File: src/rtl/keypad_pkg.sv
// Shared types and constants for the 4x3 keypad scanner.
package keypad_pkg;

  typedef enum logic [1:0] {
    IDLE      = 2'd0,
    DEB_PRESS = 2'd1,
    PRESSED   = 2'd2,
    DEB_REL   = 2'd3
  } state_e;

  localparam int NROWS = 4;
  localparam int NCOLS = 3;

  localparam logic [3:0] KEY_STAR = 4'hA;
  localparam logic [3:0] KEY_HASH = 4'hB;

  // Physical (row,col) position to key code.
  // Rows 0-2 hold digits 1-9 in reading order; row 3 is "* 0 #".
  function automatic logic [3:0] key_map(input logic [1:0] row, input logic [1:0] col);
    logic [3:0] code;
    if (row == 2'd3) begin
      case (col)
        2'd0:    code = KEY_STAR;
        2'd1:    code = 4'd0;
        default: code = KEY_HASH;
      endcase
    end else begin
      code = ({2'b00, row} * 4'd3) + {2'b00, col} + 4'd1;
    end
    return code;
  endfunction

endpackage

File: src/rtl/keypad_row_sync.sv
// Two-flop synchronizer for the asynchronous, active-low keypad rows.
// Resets to all-ones so an idle (pulled-up) keypad is seen as "no key".
module keypad_row_sync
  import keypad_pkg::*;
(
  input  logic             clk_i,
  input  logic             rst_i,
  input  logic [NROWS-1:0] row_i,
  output logic [NROWS-1:0] row_o
);

  logic [NROWS-1:0] meta_q;
  logic [NROWS-1:0] sync_q;

  // Two back-to-back flops to resolve metastability on the row lines.
  always_ff @(posedge clk_i or posedge rst_i) begin
    if (rst_i) begin
      meta_q <= '1;
      sync_q <= '1;
    end else begin
      meta_q <= row_i;
      sync_q <= meta_q;
    end
  end

  assign row_o = sync_q;

endmodule

File: src/rtl/keypad_scanner.sv
// 4x3 matrix keypad scanner with frame-based press/release debounce.
// Optional feature: define KEYPAD_AUTOREPEAT_EN to re-strobe a held key
// every REPEAT_FRAMES frames; without it each press strobes exactly once.
module keypad_scanner
  import keypad_pkg::*;
#(
  parameter int SCAN_DIV       = 1000,
  parameter int DEBOUNCE_SCANS = 4,
  parameter int REPEAT_FRAMES  = 50
) (
  input  logic             clk_i,
  input  logic             rst_i,
  input  logic [NROWS-1:0] row_i,
  output logic [NCOLS-1:0] col_o,
  output logic [3:0]       key_code_o,
  output logic             key_stb_o,
  output logic             key_held_o
);

  localparam int SLOT_W = (SCAN_DIV > 1) ? $clog2(SCAN_DIV) : 1;
  localparam int CNT_W  = $clog2(DEBOUNCE_SCANS + 1);
  // Out-of-range parameters leave the scanner running but never accept a key.
  localparam bit CFG_OK = (SCAN_DIV >= 4) && (DEBOUNCE_SCANS >= 2) && (REPEAT_FRAMES >= 1);

  logic [NROWS-1:0] row_sync;

  keypad_row_sync u_row_sync (
    .clk_i (clk_i),
    .rst_i (rst_i),
    .row_i (row_i),
    .row_o (row_sync)
  );

  // ---------------------------------------------------------------------
  // Column scan
  // ---------------------------------------------------------------------
  logic [SLOT_W-1:0] slot_q;
  logic [1:0]        col_idx_q;
  logic [NCOLS-1:0]  col_q;
  logic              slot_end;
  logic              frame_end;

  assign slot_end  = (slot_q == SLOT_W'(SCAN_DIV - 1));
  assign frame_end = CFG_OK && slot_end && (col_idx_q == 2'd2);

  // Slot counter and one-cold column rotation 110 -> 101 -> 011.
  always_ff @(posedge clk_i or posedge rst_i) begin
    if (rst_i) begin
      slot_q    <= '0;
      col_idx_q <= 2'd0;
      col_q     <= 3'b110;
    end else if (slot_end) begin
      slot_q    <= '0;
      col_idx_q <= (col_idx_q == 2'd2) ? 2'd0 : col_idx_q + 2'd1;
      col_q     <= {col_q[1:0], col_q[2]};
    end else begin
      slot_q <= slot_q + 1'b1;
    end
  end

  assign col_o = col_q;

  // ---------------------------------------------------------------------
  // Per-column sampling. Column 2 is never stored: the frame is judged in
  // the same cycle column 2 is sampled, straight from the synchronizer.
  // ---------------------------------------------------------------------
  logic [1:0][NROWS-1:0] frame_q;

  // Capture pressed rows (inverted to active-high) at the end of cols 0/1.
  always_ff @(posedge clk_i or posedge rst_i) begin
    if (rst_i) begin
      frame_q <= '0;
    end else if (slot_end && (col_idx_q != 2'd2)) begin
      frame_q[col_idx_q[0]] <= ~row_sync;
    end
  end

  logic [NCOLS-1:0][NROWS-1:0] cur;
  logic [3:0]                  nset;
  logic [3:0]                  hit_code;
  logic                        one_key;

  // Classify the 12-bit frame: count pressed keys and remember the code.
  always_comb begin
    cur[0]   = frame_q[0];
    cur[1]   = frame_q[1];
    cur[2]   = ~row_sync;
    nset     = 4'd0;
    hit_code = 4'd0;
    for (int c = 0; c < NCOLS; c++) begin
      for (int r = 0; r < NROWS; r++) begin
        if (cur[c][r]) begin
          nset     = nset + 4'd1;
          hit_code = key_map(2'(r), 2'(c));
        end
      end
    end
  end

  // Multiple keys are deliberately folded into "no key".
  assign one_key = (nset == 4'd1);

  // ---------------------------------------------------------------------
  // Debounce state machine
  // ---------------------------------------------------------------------
  state_e     state_q;
  logic [3:0] cand_q;
  logic [CNT_W-1:0] cnt_q;
  logic [3:0] key_code_q;
  logic       key_stb_q;
  logic       key_held_q;
  logic       same_key;

  assign same_key = one_key && (hit_code == key_code_q);

`ifdef KEYPAD_AUTOREPEAT_EN
  localparam int REP_W = $clog2(REPEAT_FRAMES + 1);
  logic [REP_W-1:0] rep_q;
`endif

  // Press/release debounce; outputs registered, strobe is a one-cycle pulse.
  always_ff @(posedge clk_i or posedge rst_i) begin
    if (rst_i) begin
      state_q    <= IDLE;
      cand_q     <= 4'd0;
      cnt_q      <= '0;
      key_code_q <= 4'd0;
      key_stb_q  <= 1'b0;
      key_held_q <= 1'b0;
`ifdef KEYPAD_AUTOREPEAT_EN
      rep_q      <= '0;
`endif
    end else begin
      key_stb_q <= 1'b0;
      if (frame_end) begin
        case (state_q)
          IDLE: begin
            if (one_key) begin
              state_q <= DEB_PRESS;
              cand_q  <= hit_code;
              cnt_q   <= CNT_W'(1);
            end
          end
          DEB_PRESS: begin
            if (!one_key) begin
              state_q <= IDLE;
              cnt_q   <= '0;
            end else if (hit_code != cand_q) begin
              cand_q <= hit_code;
              cnt_q  <= CNT_W'(1);
            end else if (cnt_q == CNT_W'(DEBOUNCE_SCANS - 1)) begin
              state_q    <= PRESSED;
              key_code_q <= cand_q;
              key_stb_q  <= 1'b1;
              key_held_q <= 1'b1;
              cnt_q      <= '0;
`ifdef KEYPAD_AUTOREPEAT_EN
              rep_q      <= '0;
`endif
            end else begin
              cnt_q <= cnt_q + 1'b1;
            end
          end
          PRESSED: begin
            if (same_key) begin
`ifdef KEYPAD_AUTOREPEAT_EN
              if (rep_q == REP_W'(REPEAT_FRAMES - 1)) begin
                rep_q     <= '0;
                key_stb_q <= 1'b1;
              end else begin
                rep_q <= rep_q + 1'b1;
              end
`endif
            end else begin
              state_q <= DEB_REL;
              cnt_q   <= CNT_W'(1);
`ifdef KEYPAD_AUTOREPEAT_EN
              rep_q   <= '0;
`endif
            end
          end
          DEB_REL: begin
            if (same_key) begin
              // Bounce on release: back to held, no new strobe.
              state_q <= PRESSED;
              cnt_q   <= '0;
`ifdef KEYPAD_AUTOREPEAT_EN
              rep_q   <= '0;
`endif
            end else if (cnt_q == CNT_W'(DEBOUNCE_SCANS - 1)) begin
              state_q    <= IDLE;
              key_held_q <= 1'b0;
              cnt_q      <= '0;
            end else begin
              cnt_q <= cnt_q + 1'b1;
            end
          end
          default: state_q <= IDLE;
        endcase
      end
    end
  end

  assign key_code_o = key_code_q;
  assign key_stb_o  = key_stb_q;
  assign key_held_o = key_held_q;

endmodule

File: config.mk
export PLATFORM = sky130hd
export DESIGN_NAME = keypad_scanner
export DESIGN_NICKNAME = d
export VERILOG_FILES = /design/src/rtl/keypad_pkg.sv /design/src/rtl/keypad_row_sync.sv /design/src/rtl/keypad_scanner.sv
export SDC_FILE = /design/constraint.sdc
export NUM_CORES = 1
export LEC_CHECK = 0
export BUFFER_PORTS_ARGS = -buffer_cell sky130_fd_sc_hd__buf_2
export CAP_MARGIN = 0
export CORE_MARGIN = 2
export CORE_UTILIZATION = 55
export CTS_CLUSTER_DIAMETER = 50
export DETAILED_ROUTE_END_ITERATION = 8
export GPL_TIMING_DRIVEN = 1
export MAX_ROUTING_LAYER = met4
export PLACE_DENSITY = 0.78
export SYNTH_ARGS = -nofsm -noshare
export SYNTH_HDL_FRONTEND = slang
export SYNTH_SLANG_ARGS = --single-unit
File: constraint.sdc
create_clock -name clk_i -period 16.85 [get_ports clk_i]
set_input_delay 0.8425 -clock clk_i [delete_from_list [all_inputs] [get_ports clk_i]]
set_output_delay 0.8425 -clock clk_i [all_outputs]
set_load 0.03 [all_outputs]
# Word-level counts from Yosys, hierarchy flattened
# Index checks and enable logic that the tools add are counted.
# classes
add_sub_neg,14
magnitude_cmp,2
n_eq_ne,21
n_mux,58
bitwise_logic,2
n_reduce_logical,12
# ops
operator,count
$mux 4,26
$add 4x1->4 const B,11
$mux 3,6
$ne 2x2->1 const B,9
$mux 2,8
$pmux 3 s4,1
$mux 1,11
$add 10x1->10 const B,1
$eq 10x10->1 const B,1
$mux 10,1
$reduce_and 5->1,2
$ne 3x3->1 const B,3
$bwmux 8,1
$pmux 2 s4,1
$pmux 4 s2,1
$reduce_and 7->1,1
$eq 2x2->1 const B,3
$reduce_and 6->1,1
$demux 4 s1,1
$eq 4x1->1 const B,1
$eq 4x4->1,1
$logic_and 1x1->1,4
$ne 4x4->1,1
$not 4->4,1
11 further kinds,12
# totals
register_bits,46
inputBits,6
out_inout_bits,9
word_cells,122

# Depth between registers and ports, before layout
# Gate-level depths: netlist of the first run.
# depth
depth_word,27
depth_mapped,37
depth_no_buf,36

# Cells and area by module
# From an unflattened synthesis of the first run, not the netlist that was laid out.
# unflattened
hier_cells,332
hier_area_um2,3186.8
# modules_own_cells
module,instances,cells_each,area_each_um2,seq_area_each_um2
keypad_scanner,1,323,2972.9,953.4
keypad_row_sync,1,9,214.0,210.2

# Worst setup path before layout of the first run
# OpenSTA, ideal clock, no wires.
# synth_timing
path_kind,reg2reg
start,"register frame_q, in the netlist cur[0]"
end,"register key_code_q[1], in the netlist key_code_o[1]"
setup_ns,0.125
t_arrival_ns,7.098
required_time_ns,16.725
path_slack_ns,9.627
stages_incl_launch_ff,36
n_path_buf,2
period_less_slack_ns,7.223
cell_sequence,dfrtp_1 inv_1 ha_1 buf_4 xor2_1 ha_1 nand2_1 o31ai_1 ha_1 nand2_1 o311ai_4 ha_1 nand2b_1 o21ai_0 inv_1 ha_1 nand2_1 o21ai_0 ha_1 mux2_2 ha_1 o21ai_0 nand2_1 ha_1 nor2_1 a31oi_1 ha_1 mux2_2 ha_1 a2111oi_2 a22oi_1 nor2_2 o21ai_2 or4_1 buf_2 mux2_4
# synth_via
elab_chain_len,25
elab_cells_between_ends,38
cone_classes,add/sub (11); eq/ne (2); mux (23); bitwise (1); reduce/logical (1)
# synth_rtl
element,line_no,source
start: declaration,keypad_scanner.sv:67,logic [1:0][NROWS-1:0] frame_q;
start signal: indexed assignment,keypad_scanner.sv:74,frame_q[col_idx_q[0]] <= ~row_sync;
$mux 1 (*),keypad_scanner.sv:92,if (cur[c][r]) begin
$add 4x1->4,keypad_scanner.sv:93,nset = nset + 4'd1;
$mux 4,keypad_scanner.sv:92,
$add 4x1->4,keypad_scanner.sv:93,
$mux 4,keypad_scanner.sv:92,
$add 4x1->4,keypad_scanner.sv:93,
$mux 4,keypad_scanner.sv:92,
$add 4x1->4,keypad_scanner.sv:93,
[9 not listed],n/a,
$add 4x1->4,keypad_scanner.sv:93,
$mux 4,keypad_scanner.sv:92,
$add 4x1->4,keypad_scanner.sv:93,
$mux 4,keypad_scanner.sv:92,
$add 4x1->4,keypad_scanner.sv:93,
$mux 4,keypad_scanner.sv:92,
$eq 4x1->1,keypad_scanner.sv:101,assign one_key = (nset == 4'd1);
$reduce_and 5->1 (no line) (*),n/a,
end signal: assignment,keypad_scanner.sv:153,key_code_q <= cand_q;
end: declaration,keypad_scanner.sv:109,logic [3:0] key_code_q;
# Mark *: on every way between the ends. The rest lies on a longest branch, timed or not.
# A chain may end at the register's enable or synchronous reset.

# Final worst setup path of the first run
# Same ends and word-level chain as after synthesis.

==> results summary, run 1 <==
The flow ran to the end, and the final reports show no timing, DRC or antenna violations. The proportion of synthesized chip area in sequential cells came out at 36.6%. The required time reported for the critical path endpoint is 17.04 ns.

The net total in the final layout came out at 367. After synthesis, the share of flip-flops with an asynchronous set or reset is 100%. The mean instance size in the synthesized netlist is 9.37 um2.

The number of search-and-repair iterations in the first detailed-routing pass is 4. The first routing iteration left 118 violations. The number of vias per cell came out at 5.69. No sink is reached through more buffers than the 2 on the longest clock path. Yosys mapped a number of flops with a built-in enable equal to 0. The worst setup path is captured at a register.

The final number of hold-violating endpoints is 0. The area growth from synthesis to layout is 6.69%. Across the VDD grid, the largest voltage drop is 0.0000760 V. For this design the ratio of total power to cell area is 61.4 nW/um2.

The shortest clock period the worst path allows after layout came out at 7.96 ns. The met3 routed wirelength is 212 um. The clock-pin transition on the worst setup and hold timing paths is 0.08 ns. The later pin in the worst-skew pair is clocked with a latency of 0.30 ns.

The standby leakage power came out at 1.54 nW. The repair_antennas step left the layout with diodes totalling 0. The number of cells traversed by the worst hold path came out at 0. The final number of setup-violating endpoints came out at 0.

In this run the standard cell core region covers 5540 um2. On the worst path, the slowest cell contributes a delay of 0.68 ns. The analysis attributes to net switching a power of 0.0454 mW. The worst min-delay path class is reg2reg.

The quantity of I/O buffers inserted on ports came out at 14. Summed over all nets, wire length on met2 after detailed routing comes to 2.98 mm. The final setup skew is 0.00569 ns.

The most used flip-flop cell after synthesis is sky130_fd_sc_hd__dfrtp_1. The combined global-route utilization of all metal layers came out at 21.6%. The area share of the largest cell type after synthesis came out at 28.3%. The number of setup buffers added after CTS is 0. The number of library cell types mapped by synthesis came out at 57. Measured along the y axis, the die boundary spans 80.0 um.

Data arrives at the worst endpoint at 8.15 ns. The routed length per instance is 14.5 um. The total of max-cap violations came out at 0. The I/O pin total is 15. The area of the die came out at 6400 um2. The net count after synthesis came out at 359. The combined area of the multi-input logic cells is 1870 um2.

In this run the worst path has a maximum fanout of 8. The fraction of power consumed by sequential logic came out at 54.7%. The share of post-route cells with drive strength above 1 came out at 15.8%. The buffer cell driving the clock tree root is sky130_fd_sc_hd__clkbuf_8. The aggregate global routing overflow is 0. The number of sinks handled by clock tree synthesis came out at 46.

In this run the remaining antenna-violating nets after routing total 0. The destination of the worst register-to-register timing path is key_code_o[1]$_DFFE_PP0P_. The highest layer touched by signal routing is met4.

The routed design has 6.09 mm of wire. The number of resized instances in the post-cts repair step came out at 0. The cell type with the highest occurrence count on the critical path is sky130_fd_sc_hd__ha_1. The floorplan has 27 rows. Adding up every negative setup slack in the final design gives 0 ns. TritonCTS built the clock tree. The routed layout has 2390 vias. The first global-routing pass estimated 10.6 mm of wire.

Prior to clock tree synthesis, the placed netlist has a worst setup slack of 8.94 ns. The internal power of the cells totals 0.163 mW. The cell depth of the worst flop-to-flop path is 33. The actual slew at the worst max-slew pin is 0.570 ns. The area of the mapped netlist is 3180 um2.

The hold buffer count at CTS is 0. The number of warnings issued by yosys is 0. After synthesis, the cell types taking the most area are sky130_fd_sc_hd__dfrtp_1 28%, sky130_fd_sc_hd__dfstp_2 8.3%, sky130_fd_sc_hd__nand2_1 5.9%, sky130_fd_sc_hd__ha_1 5.5%, sky130_fd_sc_hd__xnor2_1 4.7%.

Counting the fill cells in the layout gives 464. The synthesized flop and latch total came out at 46. The cell area after placement is 3280 um2. The portion of the clock cycle consumed by the worst path in the final layout came out at 47.2%. The worst hold path begins at u_row_sync.meta_q[0]$_DFF_PP1_. The relative slew slack came out at 61.5%. By instance count, the leading cell after synthesis is sky130_fd_sc_hd__nand2_1.

Setup repair after global routing left no endpoint under its margin. The pin count of the biggest net entering global routing is 47. The initial antenna violation count came to 0. Synthesis handed over a netlist of 339 instances. CTS built an H-tree with a depth of 2. The number of global-route vias before repair came to 2300. The end point of the most critical hold path is u_row_sync.row_o[0]$_DFF_PP1_. In this run the critical register-to-register path is launched from cur[0]$_DFFE_PP0P_.

The sum of routed wire segments on met1 is 2.85 mm. The weighted congestion at the end of routability-driven global placement came out at 0.928. After layout, the worst setup slack is 8.89 ns.

The fmax came out at 126 MHz. The count of pins over their slew limit came out at 0. The final routed DRC violation total came out at 0. The cell taking the most area after synthesis is sky130_fd_sc_hd__dfrtp_1. The HPWL reported at the end of detailed placement came out at 4.49 mm.

The classification of the worst setup path is reg2reg. The die width came out at 80.0 um. The finished cells cover 3390 um2. Of the total power, the share spent switching nets is 21.8%.

The clock network fraction of design power came out at 37.8%. The initial cell density of the core came out at 57.4%. The proportion of power drawn by combinational gates came out at 7.5%. The worst setup path is launched from a register.

The slack of the worst reg-to-reg path is 8.89 ns. Counting the buffers created by CTS gives 5. The combined flip-flop and latch cell area came out at 1160 um2. The slowest stage of the critical path is the sky130_fd_sc_hd__or4_1 cell. After synthesis, the most frequently instantiated cells are 50 x sky130_fd_sc_hd__nand2_1, 36 x sky130_fd_sc_hd__dfrtp_1, 29 x sky130_fd_sc_hd__o21ai_0, 28 x sky130_fd_sc_hd__nor2_1.
==> placed cells by master (no fill, tap or decap), drive strengths merged, types with 10 or more instances in the layout <==
cell type,Yosys,routed
xnor2,18,18
nand3,10,10
o21ai,30,30
nand2,50,50
ha,14,14
nor2,30,30
xor2,11,11
dfrtp,36,36
buf,7,17
dfstp,10,10
inv,17,16
==> worst max-delay path by stage <==
stage	cells past startpoint	slack, ns	startpoint	end
floorplan	35	9.63	cur[0]$_DFFE_PP0P_	key_code_o[1]$_DFFE_PP0P_
global placement	33	9.29	cur[0]$_DFFE_PP0P_	key_code_o[1]$_DFFE_PP0P_
detailed placement	33	8.94	cur[0]$_DFFE_PP0P_	key_code_o[1]$_DFFE_PP0P_
CTS	33	8.89	cur[0]$_DFFE_PP0P_	key_code_o[1]$_DFFE_PP0P_
global route	33	8.30	cur[0]$_DFFE_PP0P_	key_code_o[3]$_DFFE_PP0P_
finish	33	8.89	cur[0]$_DFFE_PP0P_	key_code_o[1]$_DFFE_PP0P_
==> kinds of logic after synthesis <==
group	count (synthesis)	share of synthesized area, %
muxes	10	3.82
DFF	46	36.6
xor gates and xnor gates	38	15.1
and+or+nand+nor	123	17.9
AOI/OAI and AO/OA	75	16.6
adders and majority gates	14	5.51
buffers and inverters	33	4.41
==> sequential cells by signal (all words and copies together) (netlist names) <==
name,cells
key_code_o,4
key_stb_o,1
cnt_q,3
state_q,2
cand_q,4
u_row_sync.meta_q,4
col_idx_q,2
slot_q,10
u_row_sync.row_o,4
col_o,3
key_held_o,1
cur,8
==> layer usage <==
metal  vias up  global-route usage [%]
li1       1194                       -
met1      1145                    27.5
met2        45                    35.3
met3         6                    3.28
met4         0                    7.12
met5         -                       -
==> critical path, delay by kind of cell (launching register included) <==
kind | cells | cell delay (ns)
AOI/OAI and AO/OA | 9 | 1.61
adders and majority gates | 10 | 3.02
buffers and inverters | 1 | 0.08
DFF | 1 | 0.42
muxes | 3 | 0.89
and+or+nand+nor | 10 | 1.83
==> area by class of cell <==
class                      instances  share of cell area (%)
clock buffer                       7                    2.25
clock inverter                     1                   0.886
inverter                          17                    1.88
multi-input combinational        260                    55.3
sequential                        46                    34.3
tap                               72                    2.66
timing repair buffer              17                    2.73
==> through the flow <==
step                      std cells  util (%)  power, mW  hold slack, ns
after CTS                       420      61.2      0.211           0.359
after global routing            420      61.2      0.218           0.362
final                           420      61.2      0.208           0.359
after detailed placement        412      59.3      0.132           0.347
after floorplan                 339         -      0.128           0.345
after global placement          412      59.3      0.131           0.346
==> power groups by stage <==
stage / combinational (mW) / clock (mW) / sequential (mW)
finish: 0.0156 / 0.0786 / 0.114
global route: 0.0177 / 0.0858 / 0.114
CTS: 0.0158 / 0.0813 / 0.114
detailed placement: 0.0156 / 0 / 0.116
global placement: 0.0149 / 0 / 0.116
floorplan: 0.0133 / 0 / 0.115
(Power assumes the default switching activity.)
==> inputs of run 2 (changes only) <==
Settings changed: PLACE_DENSITY 0.78 to 0.8.
Clock period 16.85 ns to 7.1 ns, I/O delays scaled along.
==> run 2 against run 1 <==
Effect of this change:
- flip-flop and latch count stayed put
- global-route usage decreased by 0.47 points
- final area grew 7.7%
- clock power is 140% higher
- register-to-register slack got worse by 8.7 ns
- combinational power increased to 3.1 times the previous value
- hold slack got worse by 0.21 ns
- largest power group unchanged
==> results summary, run 2 (synthesis gave the netlist of run 1 again) <==
The cell type with the highest occurrence count on the critical path is sky130_fd_sc_hd__ha_1 (unchanged). The HPWL reported at the end of detailed placement came out at 4.58 mm (was 4.49 mm). The count of pins over their slew limit was 0 (unchanged).

The number of DRC markers in iteration 0 is 154 (was 118). The cell depth of the worst flop-to-flop path is 34 (was 33). The net switching share of the total power came out at 22.5% (was 21.8%). The number of antenna diodes came out at 0 (unchanged). The hold buffer count at CTS is 0 (unchanged).

The combined global-route utilization of all metal layers is 21.1% (was 21.6%). The worst-case vdd ir drop came out at 0.000189 V (was 0.0000760 V). The type of element capturing the critical path is a register (unchanged). The worst min-delay path class is in2reg (was reg2reg). The I/O pin total came out at 15 (unchanged). The standard cell core area was 5540 um2 (unchanged).

The core utilization of the finished layout is 65.9% (was 61.2%). The flip-flop count of the largest register after layout was 10 (unchanged). The net total in the final layout is 382 (was 367). The share of post-route cells with drive strength above 1 came out at 25.6% (was 15.8%).

The final number of setup-violating endpoints is 0 (unchanged). The pin count of the biggest net entering global routing is 47 (unchanged). The combined buffer and inverter count along the critical path came out at 3 (was 1). The post-layout instance count excluding filler cells came out at 435 (was 420). The cell family contributing the most delay on the critical path is adder cells (unchanged). The fraction of power consumed by sequential logic is 53.4% (was 54.7%). The aggregate global routing overflow is 0 (unchanged). The buffer cell driving the clock tree root is sky130_fd_sc_hd__clkbuf_8 (unchanged). The relative slew slack is 49.7% (was 61.5%). The die width is 80.0 um (unchanged).

The shortest clock period the worst path allows after layout is 6.88 ns (was 7.96 ns). The routed length per instance is 14.8 um (was 14.5 um). The top fanout value on the critical path came out at 7 (was 8). The worst-skew pair later-pin latency was 0.29 ns (was 0.30 ns). The weighted congestion at the end of routability-driven global placement is 0.903 (was 0.928). The count of placed standard cells including taps came to 423 (was 412). The clock tree from TritonCTS was built (unchanged). The number of buffers added by the clock tree synthesis step is 5 (unchanged). The classification of the worst setup path is reg2reg (unchanged). The delay of the slowest critical-path stage came out at 0.64 ns (was 0.68 ns).

The number of nets with antenna violations after routing came out at 0 (unchanged). The minimum setup slack in the final design came out at 0.215 ns (was 8.89 ns). The cell with the biggest individual delay on the critical path is sky130_fd_sc_hd__o311ai_0 (was sky130_fd_sc_hd__or4_1). The most common cell after layout, fill and taps aside is sky130_fd_sc_hd__nand2_1 (unchanged).

The final routed DRC violation total is 0 (unchanged). The actual slew at the worst max-slew pin was 0.745 ns (was 0.570 ns). The kind of launch point of the worst setup path is a register (unchanged). The clock network fraction of design power came to 37.1% (was 37.8%).

The clock-pin transition on the worst setup and hold timing paths is 0.08 ns (about the same). The portion of the clock cycle consumed by the worst path in the final layout is 97.0% (was 47.2%). The initial cell density of the core came out at 57.4% (unchanged). The required time reported for the critical path endpoint is 7.25 ns (was 17.04 ns). The final number of hold-violating endpoints came to 0 (unchanged). The worst-case setup slack after placement is -0.0548 ns (was 8.94 ns). The count of H-tree levels built during CTS is 2 (unchanged).

The via total after detailed routing was 2484 (was 2390). The most flop-heavy register is slot_q (unchanged). The internal power component came out at 0.393 mW (was 0.163 mW). The number of filler instances in the final layout came out at 448 (was 464). The final setup skew was 0.00782 ns (was 0.00569 ns).

The number of sinks handled by clock tree synthesis was 46 (unchanged). The proportion of power drawn by combinational gates came out at 9.5% (was 7.5%). The deepest clock path buffer count came out at 2 (unchanged). Result of the run: finished, final reports clean (unchanged).

The sum of negative setup slack came out at 0 ns (unchanged). The number of global-route vias before repair is 2281 (was 2300). The quantity of I/O buffers inserted on ports came to 14 (unchanged).

The area added between synthesis and finish came to 14.9% (was 6.69%). The area of the die came out at 6400 um2 (unchanged). The total of max-cap violations came out at 0 (unchanged).

The critical path data arrival time is 7.04 ns (was 8.15 ns). The total wire length came out at 6.46 mm (was 6.09 mm). The first-pass GRT wire length is 10.5 mm (was 10.6 mm). The critical path depth came out at 34 (was 33). The net load switching power came out at 0.114 mW (was 0.0454 mW). The initial antenna violation count is 0 (unchanged). The number of vias per cell came out at 5.71 (was 5.69). The number of rows in the core area came out at 27 (unchanged). The number of search-and-repair iterations in the first detailed-routing pass came to 4 (unchanged). The number of cells traversed by the worst hold path is 1 (was 0). The standby leakage power came out at 1.63 nW (was 1.54 nW).

The fmax is 145 MHz (was 126 MHz). Highest-count cells in the layout ignoring fill and taps: 48 x sky130_fd_sc_hd__nand2_1, 36 x sky130_fd_sc_hd__dfrtp_1, 26 x sky130_fd_sc_hd__o21ai_0 (was 50 x sky130_fd_sc_hd__nand2_1, 36 x sky130_fd_sc_hd__dfrtp_1, 29 x sky130_fd_sc_hd__o21ai_0). The height of the chip is 80.0 um (unchanged). The power density over cell area is 139 nW/um2 (was 61.4 nW/um2).
[run 2: repair_timing]
| action | CTS | global route |
|---|---|---|
| endpoints found under the setup margin | 3 | 15 |
| gates resized for setup | 1 | 23 |
| gates cloned | 0 | 0 |
| buffers inserted | 0 | 4 |
| pin swaps | 0 | 8 |
[run 2: worst paths after layout]
path,slack (ns),to,startpoint
min,0.15,u_row_sync.meta_q[0]$_DFF_PP1_,row_i[0]
min reg2reg,0.36,u_row_sync.row_o[3]$_DFF_PP1_,u_row_sync.meta_q[3]$_DFF_PP1_
min in group asynchronous,0.19,col_idx_q[0]$_DFFE_PP0N_,rst_i
max in group asynchronous,6.53,cand_q[3]$_DFFE_PP0P_,rst_i
max reg2reg,0.22,cnt_q[1]$_DFFE_PP0P_,cur[0]$_DFFE_PP0P_
max,0.22,cnt_q[1]$_DFFE_PP0P_,cur[0]$_DFFE_PP0P_
[run 2: worst reg2reg max path, delay by kind of cell (launching register included)]
kind                       cells  cell delay, ns
buffers and inverters          3            0.34
and+or+nand+nor                8            0.66
muxes                          2            0.56
adders and majority gates     10            2.72
xor gates and xnor gates       1            0.14
DFF                            1            0.41
AOI/OAI and AO/OA             10            1.90
[run 2: area by class of cell]
class,count,area [um2],area share (%)
tap,72,90.1,2.47
clock buffer,6,72.6,1.99
clock inverter,2,37.5,1.03
multi-input combinational,260,2020,55.3
inverter,17,63.8,1.75
timing repair buffer,32,205,5.62
sequential,46,1160,31.9
[run 2: metal layers]
layer	vias to the layer above	GRT usage, %	routed length, um
met5	-	-	0
li1	1228	-	-
met2	46	34.2	3350
met3	2	3.73	151
met1	1208	27.9	2930
met4	0	4.75	23
[run 2: per-stage QoR]
step	hold slack, ns	total power [mW]	area (um2)
6_report	0.153	0.507	3650
5_1_grt	0.139	0.529	3650
4_1_cts	0.146	0.503	3490
3_5_place_dp	0.348	0.315	3370
3_3_place_gp	0.346	0.314	3370
2_1_floorplan	0.345	0.304	3190
[run 2: power by group through the flow]
stage	logic, mW	clock network [mW]	registers, mW
after floorplan	0.0317	0	0.272
after global placement	0.0381	0	0.275
after detailed placement	0.0395	0	0.276
after CTS	0.0397	0.193	0.271
after global routing	0.0532	0.204	0.272
final	0.0480	0.188	0.271
==> inputs of run 3 (changes only) <==
Settings changed: CORE_ASPECT_RATIO set to 0.75, CORE_MARGIN 2 to 4.
==> run 3 against run 2 <==
Effect of this change:
- cell count grew 1.6%
- power shrank 7.6%
- clock power shrank 18%
- count of clock-buffer cells in the layout is the same
- flip-flop and latch count is the same
- register-to-register slack gained 0.02 ns
- first-iteration DRC count shrank 20%
- largest power group unchanged
- die area grew 10%
==> results summary, run 3 (synthesis gave the netlist of run 1 again) <==
The critical register-to-register path startpoint was cur[1]$_DFFE_PP0P_ (was cur[0]$_DFFE_PP0P_). The cell depth of the worst flop-to-flop path came to 33 (was 34). The initial cell density of the core is 58.1% (was 57.4%). The final number of setup-violating endpoints is 0 (unchanged). The delay of the slowest critical-path stage came to 0.50 ns (was 0.64 ns). The net total in the final layout is 386 (was 382). The number of nets with antenna violations after routing is 0 (unchanged). The layer with the highest usage is met2 (unchanged). The most common cell after layout, fill and taps aside is sky130_fd_sc_hd__nand2_1 (unchanged). The post-route cell area came to 3640 um2 (was 3650 um2). Highest-count cells in the layout ignoring fill and taps: 49 x sky130_fd_sc_hd__nand2_1, 36 x sky130_fd_sc_hd__dfrtp_1, 26 x sky130_fd_sc_hd__nor2_1, 26 x sky130_fd_sc_hd__o21ai_0, 21 x sky130_fd_sc_hd__buf_4 (was 48 x sky130_fd_sc_hd__nand2_1, 36 x sky130_fd_sc_hd__dfrtp_1, 26 x sky130_fd_sc_hd__o21ai_0). The fraction of met1 tracks used by global routing is 27.8% (was 27.9%). The shortest clock period the worst path allows after layout is 6.87 ns (was 6.88 ns). The count of placed standard cells including taps is 424 (was 423). The most flop-heavy register is slot_q (unchanged). The routing usage on met3 came out at 2.87% (was 3.73%). The share of post-route cells with drive strength above 1 is 25.9% (was 25.6%). The core utilization of the finished layout is 66.6% (was 65.9%).

The area of the die came out at 7070 um2 (was 6400 um2). The count of pins over their slew limit is 0 (unchanged). The worst-case vdd ir drop came out at 0.000124 V (was 0.000189 V).

The fmax is 146 MHz (was 145 MHz). The total wire length came out at 6.47 mm (was 6.46 mm). The via total after detailed routing is 2503 (was 2484). The post-layout instance count excluding filler cells is 442 (was 435). The start point of the critical path is cur[1]$_DFFE_PP0P_ (was cur[0]$_DFFE_PP0P_). The post-route worst hold slack is 0.146 ns (was 0.153 ns). The number of buffers added by the clock tree synthesis step is 5 (unchanged). The standard cell core area came out at 5470 um2 (was 5540 um2). The combined global-route utilization of all metal layers is 19.8% (was 21.1%). The clock tree from TritonCTS is built (unchanged). The count of H-tree levels built during CTS came to 2 (unchanged).

The first-pass GRT wire length is 10.7 mm (was 10.5 mm). The worst-skew pair later-pin latency is 0.30 ns (was 0.29 ns). The aggregate global routing overflow is 0 (unchanged). The pin count of the biggest net entering global routing came to 47 (unchanged). The critical path data arrival time is 7.09 ns (was 7.04 ns). The number of rows in the core area is 23 (was 27). The met2 capacity usage during global routing came to 29.3% (was 34.2%). The final number of hold-violating endpoints came out at 0 (unchanged). The number of search-and-repair iterations in the first detailed-routing pass is 4 (unchanged). The I/O pin total came to 15 (unchanged).

The standby leakage power came to 1.65 nW (was 1.63 nW). The worst setup path endpoint is cnt_q[1]$_DFFE_PP0P_ (unchanged). The number of vias per cell came out at 5.66 (was 5.71). The number of DRC markers in iteration 0 is 123 (was 154). The final routed DRC violation total is 0 (unchanged). The cell with the biggest individual delay on the critical path was sky130_fd_sc_hd__or4_4 (was sky130_fd_sc_hd__o311ai_0). The number of antenna diodes is 0 (unchanged).

The actual slew at the worst max-slew pin came out at 1.10 ns (was 0.745 ns). The minimum setup slack in the final design was 0.232 ns (was 0.215 ns). The initial antenna violation count came out at 0 (unchanged). The number of cells traversed by the worst hold path is 1 (unchanged).

The worst min-delay path class is in2reg (unchanged). The final setup skew is 0.00964 ns (was 0.00782 ns). The type of element capturing the critical path is a register (unchanged).

The clock-pin transition on the worst setup and hold timing paths is 0.08 ns (about the same). The number of sinks handled by clock tree synthesis was 46 (unchanged). The routed length per instance is 14.6 um (was 14.8 um). The quantity of I/O buffers inserted on ports was 14 (unchanged). The top fanout value on the critical path was 7 (unchanged). Result of the run: finished, final reports clean (unchanged).

The slack of the worst reg-to-reg path is 0.23 ns (was 0.22 ns). The worst-case setup slack after placement is -0.0973 ns (was -0.0548 ns). The number of global-route vias before repair came out at 2324 (was 2281). The kind of launch point of the worst setup path is a register (unchanged).

The total of max-cap violations is 0 (unchanged). The relative slew slack came out at 25.9% (was 49.7%). The power density over cell area is 129 nW/um2 (was 139 nW/um2). The classification of the worst setup path is reg2reg (unchanged). The required time reported for the critical path endpoint came out at 7.32 ns (was 7.25 ns).

The die width is 95.8 um (was 80.0 um). The HPWL reported at the end of detailed placement came out at 4.56 mm (was 4.58 mm). The flip-flop count of the largest register after layout is 10 (unchanged). The height of the chip is 73.8 um (was 80.0 um). The cell type with the highest occurrence count on the critical path is sky130_fd_sc_hd__ha_1 (unchanged).

The portion of the clock cycle consumed by the worst path in the final layout came out at 96.7% (was 97.0%). The destination of the worst register-to-register timing path was cnt_q[1]$_DFFE_PP0P_ (unchanged). The weighted congestion at the end of routability-driven global placement is 0.874 (was 0.903). The buffer cell driving the clock tree root was sky130_fd_sc_hd__clkbuf_8 (unchanged).

The cell area after placement was 3360 um2 (was 3370 um2). The area added between synthesis and finish came out at 14.6% (was 14.9%). The deepest clock path buffer count came out at 2 (unchanged).
-- run 3: area by class of cell --
type / instances / area (um2)
clock inverters: 2 / 13.8
flip-flops and latches: 46 / 1160
well taps: 75 / 93.8
multi-input cells: 260 / 2000
repair buffers: 36 / 239
clock buffers: 6 / 72.6
fillers: 419 / 1820
inverters: 17 / 63.8
-- run 3: worst min path at each step --
stage | start | end | slack, ns
after global placement | u_row_sync.meta_q[0]$_DFF_PP1_ | u_row_sync.row_o[0]$_DFF_PP1_ | 0.35
after global routing | row_i[3] | u_row_sync.meta_q[3]$_DFF_PP1_ | 0.13
after floorplan | u_row_sync.meta_q[0]$_DFF_PP1_ | u_row_sync.row_o[0]$_DFF_PP1_ | 0.35
final | row_i[3] | u_row_sync.meta_q[3]$_DFF_PP1_ | 0.15
after CTS | row_i[3] | u_row_sync.meta_q[3]$_DFF_PP1_ | 0.14
after detailed placement | u_row_sync.meta_q[1]$_DFF_PP1_ | u_row_sync.row_o[1]$_DFF_PP1_ | 0.35
-- run 3: through the flow --
step,setup TNS [ns],power [mW]
global placement,0,0.313
CTS,0,0.473
global route,-0.129,0.490
floorplan,0,0.304
finish,0,0.468
detailed placement,-0.289,0.315
-- run 3: repair_timing --
item                       in CTS  in global routing
pin swaps                       5                 11
hold buffers                    0                  0
hold endpoints to repair        0                  0
gates resized for setup         4                 21
setup endpoints to repair       8                 15
buffers inserted                4                  6
-- run 3: per-layer routing --
layer / part of all wire, % / vias up
met5: 0 / -
met4: 1.7 / 0
met3: 3.7 / 11
met2: 46 / 61
met1: 49 / 1197
li1: - / 1234
-- run 3: critical path: cells and delay by family, from the launching register on --
kind | cells | cell delay, ns
AO/OA/AOI/OAI | 10 | 1.37
XOR/XNOR | 1 | 0.39
adder cells (fa/ha/maj) | 9 | 2.57
buffers and inverters | 4 | 0.43
flip-flops | 1 | 0.41
multiplexers | 2 | 0.54
AND/OR/NAND/NOR | 7 | 1.06
-- run 3: where the power goes --
group | total (mW) | internal [mW] | switching [mW]
sequential | 0.271 | 0.266 | 0.00446
combinational | 0.0435 | 0.0193 | 0.0242
clock | 0.154 | 0.0694 | 0.0849
total | 0.468 | 0.355 | 0.114
